## src/rtl/mips_ctrl_pkg.sv

```systemverilog
// ---------------------------------------------------------------------------
// mips_ctrl_pkg
//   Shared definitions for the MIPS pipeline control blocks: the run
//   sequencer state encoding and the NOP instruction word used for bubbles.
// ---------------------------------------------------------------------------
package mips_ctrl_pkg;

    // Run sequencer states (3-bit encoding)
    localparam logic [2:0] ST_IDLE      = 3'd0;
    localparam logic [2:0] ST_RUN       = 3'd1;
    localparam logic [2:0] ST_STEP_WAIT = 3'd2;
    localparam logic [2:0] ST_STEP_GO   = 3'd3;
    localparam logic [2:0] ST_DRAIN     = 3'd4;
    localparam logic [2:0] ST_DONE      = 3'd5;

    // sll $0,$0,0 - the canonical MIPS NOP, injected into IF/ID while draining
    localparam logic [31:0] NOP_INSTR = 32'h0000_0000;

    // True in the states where the sequencer owns the pipeline
    function automatic logic state_is_busy(input logic [2:0] st);
        return (st == ST_RUN) || (st == ST_STEP_WAIT) ||
               (st == ST_STEP_GO) || (st == ST_DRAIN);
    endfunction

endpackage

```

## src/rtl/pipeline_run_ctrl_sat_counter.sv

```systemverilog
// ---------------------------------------------------------------------------
// sat_counter
//   Up-counter that sticks at its all-ones value instead of wrapping.
//   Ports:
//     clk     in   clock, rising edge
//     reset   in   synchronous, active-low
//     clr_i   in   clear to zero (has priority over inc_i)
//     inc_i   in   increment by one unless saturated
//     q_o     out  WIDTH-bit count
// ---------------------------------------------------------------------------
module sat_counter #(
    parameter int WIDTH = 32
) (
    input  logic             clk,
    input  logic             reset,
    input  logic             clr_i,
    input  logic             inc_i,
    output logic [WIDTH-1:0] q_o
);

    logic [WIDTH-1:0] q_q;
    logic [WIDTH-1:0] q_d;

    always_comb begin
        q_d = q_q;
        if (clr_i) begin
            q_d = '0;
        end else if (inc_i && (q_q != {WIDTH{1'b1}})) begin
            q_d = q_q + WIDTH'(1);
        end
    end

    always_ff @(posedge clk) begin
        if (!reset) begin
            q_q <= '0;
        end else begin
            q_q <= q_d;
        end
    end

    assign q_o = q_q;

endmodule

```

## src/rtl/pipeline_run_ctrl.sv

```systemverilog
// ---------------------------------------------------------------------------
// pipeline_run_ctrl
//   Run/step/halt sequencer for the 5-stage MIPS pipeline. Produces the
//   global pipeline enable and the PC/IF-ID enable, drains older
//   instructions once a HALT is accepted in ID, and counts enabled cycles.
//   All outputs are Moore (decoded from registered state).
//
//   Handshake: start and step_req are single-cycle request pulses with no
//   ready return; a pulse is consumed on the rising edge where the FSM is in
//   a state that accepts it and is silently dropped otherwise.
//
//   Ports:
//     clk           in   clock, rising edge
//     reset         in   synchronous, active-low
//     start         in   begin execution (IDLE/DONE only)
//     step_mode     in   sampled with start: 1 = single-step
//     step_req      in   advance one cycle (step mode only)
//     halt_id       in   HALT decoded in ID
//     hazard_stall  in   ID stall from hazard unit
//     pipe_en       out  enable for pipeline registers / RF write
//     fetch_en      out  PC and IF/ID enable
//     bubble_id     out  force IF/ID to NOP while draining
//     busy          out  RUN, STEP_WAIT, STEP_GO or DRAIN
//     done          out  DONE (sticky until start or reset)
//     cycle_count   out  enabled cycles since last start (saturating)
//     dbg_state     out  current FSM state
// ---------------------------------------------------------------------------
module pipeline_run_ctrl
    import mips_ctrl_pkg::*;
#(
    parameter int CNT_W        = 32,
    parameter int DRAIN_CYCLES = 3
) (
    input  logic             clk,
    input  logic             reset,
    input  logic             start,
    input  logic             step_mode,
    input  logic             step_req,
    input  logic             halt_id,
    input  logic             hazard_stall,
    output logic             pipe_en,
    output logic             fetch_en,
    output logic             bubble_id,
    output logic             busy,
    output logic             done,
    output logic [CNT_W-1:0] cycle_count,
    output logic [2:0]       dbg_state
);

    localparam int DW = $clog2(DRAIN_CYCLES + 1);

    logic [2:0]    state_q, state_d;
    logic [DW-1:0] drain_cnt_q, drain_cnt_d;
    logic          step_mode_q, step_mode_d;
    // In step-mode drain, one enabled cycle follows each step_req
    logic          drain_go_q, drain_go_d;
    logic          start_acc;
    logic          halt_acc;

    assign start_acc = start && ((state_q == ST_IDLE) || (state_q == ST_DONE));
    assign halt_acc  = halt_id && !hazard_stall;

    // Moore outputs
    always_comb begin
        pipe_en   = 1'b0;
        fetch_en  = 1'b0;
        bubble_id = 1'b0;
        case (state_q)
            ST_RUN, ST_STEP_GO: begin
                pipe_en  = 1'b1;
                fetch_en = 1'b1;
            end
            ST_DRAIN: begin
                pipe_en   = !step_mode_q || drain_go_q;
                bubble_id = 1'b1;
            end
            default: ;
        endcase
    end

    assign busy      = state_is_busy(state_q);
    assign done      = (state_q == ST_DONE);
    assign dbg_state = state_q;

    // Next state
    always_comb begin
        state_d     = state_q;
        drain_cnt_d = drain_cnt_q;
        step_mode_d = step_mode_q;
        drain_go_d  = 1'b0;
        case (state_q)
            ST_IDLE, ST_DONE: begin
                if (start) begin
                    step_mode_d = step_mode;
                    state_d     = step_mode ? ST_STEP_WAIT : ST_RUN;
                end
            end
            ST_RUN: begin
                if (halt_acc) begin
                    state_d     = ST_DRAIN;
                    drain_cnt_d = DW'(DRAIN_CYCLES);
                end
            end
            ST_STEP_WAIT: begin
                if (step_req) state_d = ST_STEP_GO;
            end
            ST_STEP_GO: begin
                if (halt_acc) begin
                    state_d     = ST_DRAIN;
                    drain_cnt_d = DW'(DRAIN_CYCLES);
                end else begin
                    state_d = ST_STEP_WAIT;
                end
            end
            ST_DRAIN: begin
                drain_go_d = step_mode_q && step_req;
                if (pipe_en) begin
                    drain_cnt_d = drain_cnt_q - DW'(1);
                    if (drain_cnt_q == DW'(1)) begin
                        state_d    = ST_DONE;
                        drain_go_d = 1'b0;
                    end
                end
            end
            default: state_d = ST_IDLE;
        endcase
    end

    always_ff @(posedge clk) begin
        if (!reset) begin
            state_q     <= ST_IDLE;
            drain_cnt_q <= '0;
            step_mode_q <= 1'b0;
            drain_go_q  <= 1'b0;
        end else begin
            state_q     <= state_d;
            drain_cnt_q <= drain_cnt_d;
            step_mode_q <= step_mode_d;
            drain_go_q  <= drain_go_d;
        end
    end

    sat_counter #(.WIDTH(CNT_W)) u_cycle_cnt (
        .clk   (clk),
        .reset (reset),
        .clr_i (start_acc),
        .inc_i (pipe_en),
        .q_o   (cycle_count)
    );

endmodule
```

## config.mk

```make
export PLATFORM = sky130hd
export DESIGN_NAME = pipeline_run_ctrl
export DESIGN_NICKNAME = d
export VERILOG_FILES = /design/src/rtl/mips_ctrl_pkg.sv /design/src/rtl/pipeline_run_ctrl_sat_counter.sv /design/src/rtl/pipeline_run_ctrl.sv
export SDC_FILE = /design/constraint.sdc
export NUM_CORES = 1
export LEC_CHECK = 0
export BUFFER_PORTS_ARGS = -buffer_cell sky130_fd_sc_hd__buf_2
export CAP_MARGIN = 20
export CORE_ASPECT_RATIO = 0.9
export CORE_MARGIN = 3
export CORE_UTILIZATION = 25
export CTS_BUF_LIST = sky130_fd_sc_hd__clkbuf_8
export DETAILED_ROUTE_END_ITERATION = 10
export SETUP_SLACK_MARGIN = 0.4
export SLEW_MARGIN = 10
export SYNTH_ARGS = -nofsm -noshare
export SYNTH_HDL_FRONTEND = slang
export SYNTH_HIERARCHICAL = 1
export SYNTH_SLANG_ARGS = --single-unit
```

## constraint.sdc

```tcl
create_clock -name clk -period 2.3 [get_ports clk]
set_input_delay 0.46 -clock clk [delete_from_list [all_inputs] [get_ports clk]]
set_output_delay 0.46 -clock clk [all_outputs]
set_load 0.005 [all_outputs]
```

# [After elaboration in Yosys (flattened, before gate mapping)]
# Index checks and enable logic that the tools add are counted.
# W data, S select, Z words.
[totals] ff_bits=39 in_bits=7
[classes] add_sub_neg=2 eq_ne=13 muxes=16 n_bitwise=1 n_reduce_logical=20
[ops] op="$add A32 B1 Y32 const B" count=1
[ops] op="$ne A32 B32 Y1 const B" count=1
[ops] op="$mux W3" count=6
[ops] op="$pmux W3 S5" count=1
[ops] op="$eq A3 B2 Y1 const B" count=2
[ops] op="$eq A3 B3 Y1 const B" count=2
[ops] op="$mux W2" count=3
[ops] op="$ne A2 B1 Y1 const B" count=3
[ops] op="$ne A2 B2 Y1 const B" count=3
[ops] op="$reduce_or A2 Y1" count=3
[ops] op="$logic_or A1 B1 Y1" count=5
[ops] op="$reduce_and A5 Y1" count=1
[ops] op="$logic_and A1 B1 Y1" count=4
[ops] op="$mux W1" count=4
[ops] op="$pmux W2 S2" count=1
[ops] op="$reduce_and A2 Y1" count=2
[ops] op="$eq A3 B1 Y1 const B" count=1
[ops] op="$logic_not A3 Y1" count=1
[ops] op="$reduce_and A3 Y1" count=1
[ops] op="$eq A2 B1 Y1 const B" count=1
[ops] op="$logic_not A1 Y1" count=2
[ops] op="$pmux W1 S2" count=1
[ops] op="$reduce_bool A2 Y1" count=1
[ops] op="$sub A2 B1 Y2 const B" count=1
[ops] op="$not A1 Y1" count=1

# [Depth between registers and ports, before layout]
# Gate-level depths: netlist of run 1.
[depth] word_depth=5 mapped_depth=9 depth_no_buf=7

# [Hierarchy]
# Netlist of run 1, hierarchy kept.
[by_module_without_submodules] module="sat_counter" n_inst=1 cells_each=203 area_each_um2=1667.8 seq_area_each_um2=640.6
[by_module_without_submodules] module="pipeline_run_ctrl" n_inst=1 cells_each=56 area_each_um2=491.7 seq_area_each_um2=140.1

# [Worst setup path after synthesis of run 1]
# No wires, ideal clock.
[synth_timing] path_kind="reg2reg" from="register state_q[2], in the netlist dbg_state[2]" to="register u_cycle_cnt.q_q[18], in the netlist u_cycle_cnt/q_o[18]" setup_ps=128 arrival_ps=2308 required_time_ps=2172 slack_ps=-135 stages_incl_launch_ff=10 synth_period_minus_slack_ps=2435 cell_sequence="dfxtp_1 > buf_6 > nor3b_2 > nand2_1 > nand2b_1 > clkbuf_1 > nand4_1 > a2111oi_0 > xnor2_1 > nor2_1"
[synth_via] elab_chain_cells=4 elab_cells_between_ends=11
[synth_rtl] element="start, declared" line_no="pipeline_run_ctrl.sv:52" source="logic [2:0] state_q, state_d;"
[synth_rtl] element="start signal, assigned" line_no="pipeline_run_ctrl.sv:136" source="state_q <= state_d;"
[synth_rtl] element="$eq A3 B1 Y1 or $eq A3 B2 Y1 (tied branches)" line_no="pipeline_run_ctrl.sv:68" source="case (state_q)"
[synth_rtl] element="$reduce_or A2 Y1 (no line)"
[synth_rtl] element="$pmux W1 S2 (*)" line_no="pipeline_run_ctrl.sv:68"
[synth_rtl] element="via pipe_en" line_no="pipeline_run_ctrl.sv:41" source="output logic pipe_en,"
[synth_rtl] element="$logic_and A1 B1 Y1 (*)" line_no="pipeline_run_ctrl_sat_counter.sv:28" source="end else if (inc_i && (q_q != {WIDTH{1'b1}})) begin"
[synth_rtl] element="end signal, assigned" line_no="pipeline_run_ctrl_sat_counter.sv:37" source="q_q <= q_d;"
[synth_rtl] element="end, declared" line_no="pipeline_run_ctrl_sat_counter.sv:21" source="logic [WIDTH-1:0] q_q;"
# Mark *: on every way through the listed nets, which the timed path passes. The rest lies on a longest branch.
# A chain may end at the register's enable or synchronous reset.

# [Final worst setup path of run 1]
[layout_timing] from="register u_cycle_cnt.q_q[1], in the netlist u_cycle_cnt/q_o[1]" to="register u_cycle_cnt.q_q[20], in the netlist u_cycle_cnt/q_o[20]"
[layout_via] elab_chain_cells=2 elab_cells_between_ends=3
[layout_rtl] element="branches (longest 2 deep; another with $add A32 B1 Y32)"
# Several ways; the timed one is not identified.

==> flow_summary.ini, run 1 <==
[grt]
grt_start_max_net_pins = 16
top_usage_layer = met2
grt.overflow.total = 0
grt_use_total_pct = 12.8
use_met3_pct = 2.89
grtUsageMet1_pct = 17.8
antenna_found_initial = 0
grt_pass1_vias = 2073
grtUsageMet2_pct = 19.9
grt_pass1_wl_mm = 10.3

[worst_setup_path]
critical_path_cell_count = 8
slowest_stage = dfxtp_2
timing.rr.start = u_cycle_cnt/q_o[1]$_SDFFE_PP0P_
path_max_fanout = 8
crit_end = u_cycle_cnt/q_o[20]$_SDFFE_PP0P_
cp-start-kind = flip-flop
r2r_end = u_cycle_cnt/q_o[20]$_SDFFE_PP0P_
slowest_delay_ns = 0.37
critPathLaunch = u_cycle_cnt/q_o[1]$_SDFFE_PP0P_
ff2ff_path_depth = 8
crit_path_frequent_cell = buf_4
arrival_ns = 2.04
cp_cell_sequence = ha_2, and3_4, buf_4, nand4_1, buf_4, a2111oi_2, xnor2_1, nor2_1
path_buf_inv = 2
cp_top_family = flip-flops
crit_required_ns = 2.46
r2r_slack_ns = 0.41
critical_path_class = reg2reg
end_kind = flip-flop

[power_and_ir_drop]
p_leak_nw = 1.11
p_per_area_nw_per_um2 = 551
vdd_drop_max_v = 0.000191

[cts]
clkLatencyLatePin_ns = 0.29
clk_path_buf_depth = 2
cts_sinks = 39
cts_buffers = 5
clk_pin_slew_ns = 0.08
htree_num_levels = 2
cts-root-buf = clkbuf_8
cts_tree = yes

[route]
postRouteAntennaNets = 0
drcViolationCount = 0
drt_first_iter_violations = 187
via_count = 2261
avgRoutedWirePerCell_um = 14.3
firstDrtPassIters = 4
viasPerCell = 5.08
drt_wl_total_mm = 6.34

[yosys]
yosys_warnings = 6
synth.cell_area_um2 = 2160
avgSynthCellArea_um2 = 8.34
ys_seq_elements = 39
synth_cells = 259
netlist.area_leader.share_pct = 36.2
synth-edff-count = 0
synth_seq_area_share_pct = 36.2
syn-num-nets = 268
netlist-cell-type-count = 52
async_flop_share_pct = 0
synthTopCellsByCount = 39 x dfxtp_1, 23 x a21oi_1, 23 x nor2_1
yosys.area.top_type = dfxtp_1
synth_area_leaders = dfxtp_1 36%, a21oi_1 5.3%, nand4_1 4.3%
synth.most_common_cell = dfxtp_1
ys.flop_type = dfxtp_1

[cells_and_area]
layout.nets = 338
n_fill_cell = 873
postLayoutCoreUtil_pct = 35.6
area_growth_pct = 35.4
antennaDiodeCount = 0
final_area_um2 = 2920
drive_gt1_share_pct = 37.3

[sta]
finalSetupTns_ns = 0
finalClockSkew_ns = 0.00645
setup_viol = 0
worst_slew_margin_rel_pct = 64.5
fin_ws_ns = 0.414
rsz0062_at_grt = true
hold_viol_final = 0
report.final.slew_viol_count = 0
max_freq_mhz = 530
worst_slew_pin_slew_ns = 0.532
finalCritPeriodShare_pct = 82.0
period_needed_ns = 1.89

[placed_design]
io_buffers = 46
place_ws_ns = 0.238
dpl.hpwl_mm = 4.68
postPlaceCellArea_um2 = 2650
gp_congestion = 0.813

[die]
ios = 47
dieHeight_um = 94.2
start_util_pct = 26.3
coreArea_um2 = 8220
die_w_um = 104
rows = 31
die-area_um2 = 9790

[run]
max_cap_violations = 0

[run_status]
outcome = finished clean

[min_path]
hold_path.class = in2reg
-- flip-flops by register name, summed over array words and instances (netlist names) --
signal,cells
dbg_state,3
drain_go_q,1
step_mode_q,1
drain_cnt_q,2
u_cycle_cnt/q_o,32
-- how the worst min path moves through the flow --
stage,from,endpoint,slack [ns],depth (start not counted)
after global routing,step_req,drain_go_q$_SDFF_PN0_,0.44,3
after CTS,reset,dbg_state[2]$_SDFFE_PN0P_,0.43,2
final,reset,dbg_state[2]$_SDFFE_PN0P_,0.44,2
after global placement,step_mode_q$_SDFFE_PN0P_,drain_go_q$_SDFF_PN0_,0.45,2
after detailed placement,step_mode_q$_SDFFE_PN0P_,drain_go_q$_SDFF_PN0_,0.46,2
after floorplan,step_mode_q$_SDFFE_PN0P_,drain_go_q$_SDFF_PN0_,0.43,2
-- cells in the final DEF (no fill, tap or decap), types with 3 or more instances in the layout --
cell type  netlist  routed
nand2b_1         6       6
o21ai_0          5       5
or2_2            3       3
and3_1          10       9
nand4_1         15      15
dfxtp_1         39      23
and4_1           3       3
nand2_1         16      15
a21oi_2          0       3
mux2i_1          3       3
dfxtp_2          0      11
nor2_1          23      23
buf_2            3      46
inv_1            5       6
nand3_1         11       9
o21ai_1         13      13
clkbuf_8         0       7
a21oi_1         23      20
buf_4            1      24
buf_6            1       3
xnor2_1         10      10
a211oi_1         5       4
or4_1            3       3
dfxtp_4          0       5
or3_1           15      14
-- cells by family (layout without fill, tap and decap cells) --
logic type               count (synthesis)  after routing  synth area share (%)
AO/OA/AOI/OAI                           66             66                  19.5
XOR/XNOR                                10             10                  4.06
adder cells (fa/ha/maj)                  2              2                  1.16
buffers and inverters                   16             87                  3.48
flip-flops                              39             39                  36.2
multiplexers                             3              3                  1.39
AND/OR/NAND/NOR                        123            123                  34.2
-- stage by stage --
step           hold slack (ns)  total power [mW]  std cells
2_1_floorplan            0.435             0.992        259
3_3_place_gp             0.454              1.09        429
3_5_place_dp             0.464              1.10        429
4_1_cts                  0.434              1.62        442
5_1_grt                  0.439              1.69        445
6_report                 0.436              1.61        445
-- what timing repair did --
action                                  4_1_cts  5_1_grt
endpoints found under the setup margin       28       31
gates resized for setup                      17       17
buffers inserted                              5        3
hold buffers                                  0        0
pin swaps                                     5        5
-- worst reg2reg max path: stages (launching register included) --
cell and delay (ns):
dfxtp_2 0.37, ha_2 0.23, and3_4 0.21, buf_4 0.12, nand4_1 0.09, buf_4 0.20, a2111oi_2 0.32, xnor2_1 0.17
nor2_1 0.05
-- final cells by class --
cell class	count	area (um2)	share of cell area [%]
well taps	115	144	4.92
flip-flops and latches	39	813	27.8
clock buffers	7	96.3	3.29
repair buffers	74	464	15.9
inverters	5	18.8	0.642
clock inverters	1	3.75	0.128
multi-input cells	204	1380	47.3
-- metal layers --
layer	part of all wire (%)	up-vias
met5	0	-
met4	0.74	0
met3	4.4	2
met2	46	48
met1	49	1097
li1	-	1114
-- power breakdown --
part           leakage, nW  internal, mW  switching [mW]
Clock               0.0557         0.270           0.239
Combinational        0.726         0.172           0.222
Sequential           0.324         0.691          0.0182
No activity file was read; power rests on OpenSTA's default activity.
==> run 2: changes to the inputs <==
==> constraint.sdc (replaced) <==
create_clock -name clk -period 1.9 [get_ports clk]
set_input_delay 0.38 -clock clk [delete_from_list [all_inputs] [get_ports clk]]
set_output_delay 0.38 -clock clk [all_outputs]
set_load 0.005 [all_outputs]
==> flow_summary.ini, run 2 (synthesis results as in run 1) <==
[cells_and_area]
antennaDiodeCount = 0
postLayoutCoreUtil_pct = 47.2
largest_reg_flops = 32
final_common_cell = buf_4
drive_gt1_share_pct = 56.9
layout.nets = 398
final_area_um2 = 3880
stdcell_count = 505
area_growth_pct = 79.6
final_cell_mix = 48 x buf_4, 41 x buf_2, 38 x buf_6

[cts]
clk_path_buf_depth = 2
clk_pin_slew_ns = 0.08
cts_sinks = 39
cts_buffers = 5
htree_num_levels = 2
cts-root-buf = clkbuf_8
cts_tree = yes
clkLatencyLatePin_ns = 0.29

[die]
ios = 47
start_util_pct = 26.3
coreArea_um2 = 8220
rows = 31
dieHeight_um = 94.2
die_w_um = 104
die-area_um2 = 9790

[route]
drcViolationCount = 0
drt_first_iter_violations = 105
via_count = 2548
firstDrtPassIters = 4
avgRoutedWirePerCell_um = 14.6
postRouteAntennaNets = 0
viasPerCell = 5.05
drt_wl_total_mm = 7.39

[worst_setup_path]
crit_required_ns = 2.08
cp-start-kind = flip-flop
path_max_fanout = 6
end_kind = flip-flop
arrival_ns = 2.11
critical_path_class = reg2reg

[power_and_ir_drop]
finalPower_mw = 2.50
p_leak_nw = 1.55
vdd_drop_max_v = 0.000448
p_per_area_nw_per_um2 = 644

[min_path]
hold_path.class = in2reg

[sta]
fin_ws_ns = -0.0326
max_freq_mhz = 517
worst_slew_margin_rel_pct = 79.6
setup_viol = 13
report.final.slew_viol_count = 0
hold_viol_final = 0
finalClockSkew_ns = 0.0115
finalSetupTns_ns = -0.208
finalCritPeriodShare_pct = 102
period_needed_ns = 1.93
rsz0062_at_grt = true
timing.hold.ws_ns = 0.373
worst_slew_pin_slew_ns = 0.304

[run_status]
outcome = finished, violations left
violations = setup timing

[placed_design]
postPlaceCellArea_um2 = 2950
dp.cells = 461
place_ws_ns = 0.0188
io_buffers = 46
gp_congestion = 0.849
dpl.hpwl_mm = 4.66

[grt]
antenna_found_initial = 0
grt_pass1_vias = 2360
grt_start_max_net_pins = 14
grt_use_total_pct = 13.9
grt.overflow.total = 0
grt_pass1_wl_mm = 11.2

[run]
max_cap_violations = 0
run 2: path summary, 6_finish.rpt:
path	from	to	slack, ns	cells past startpoint
min	step_req	drain_go_q$_SDFF_PN0_	0.37	3
min reg2reg	u_cycle_cnt/q_o[3]$_SDFFE_PP0P_	u_cycle_cnt/q_o[3]$_SDFFE_PP0P_	0.49	2
max	u_cycle_cnt/q_o[16]$_SDFFE_PP0P_	u_cycle_cnt/q_o[15]$_SDFFE_PP0P_	-0.03	7
max reg2reg	u_cycle_cnt/q_o[16]$_SDFFE_PP0P_	u_cycle_cnt/q_o[15]$_SDFFE_PP0P_	-0.03	7
run 2: layout make-up:
type,count,area (um2)
sequential,39,811
clock buffer,6,82.6
tap,115,144
fill,775,4340
clock inverter,2,35.0
inverter,5,18.8
multi-input combinational,204,1640
timing repair buffer,134,1150
run 2: metal layers:
| layer | vias up | global-route usage (%) | part of all wire [%] | wire length, um |
|---|---|---|---|---|
| met5 | - | 0 | 0 | 0 |
| li1 | 1234 | - | - | - |
| met4 | 0 | 2.88 | 1.7 | 127 |
| met3 | 14 | 3.57 | 6.8 | 501 |
| met2 | 74 | 24.4 | 49 | 3590 |
| met1 | 1226 | 17.3 | 43 | 3170 |
run 2: critical path: stages (launching register included):
cell and delay, ns:
dfxtp_4 0.35, nand4_1 0.13, or4_4 0.58, o31ai_4 0.29
buf_6 0.17, clkbuf_16 0.14, or3_1 0.10, a21oi_1 0.06
run 2: power breakdown:
part	internal, mW	total, mW	switching [mW]
logic	0.518	0.905	0.387
registers	0.843	0.873	0.0300
clock network	0.425	0.718	0.293
run 2: repair_timing:
| item | 4_1_cts | 5_1_grt |
|---|---|---|
| buffers inserted | 16 | 16 |
| gates cloned | 2 | 2 |
| hold buffers | 0 | 0 |
| setup endpoints to repair | 37 | 40 |
| gates resized for setup | 39 | 80 |
| pin swaps | 19 | 50 |
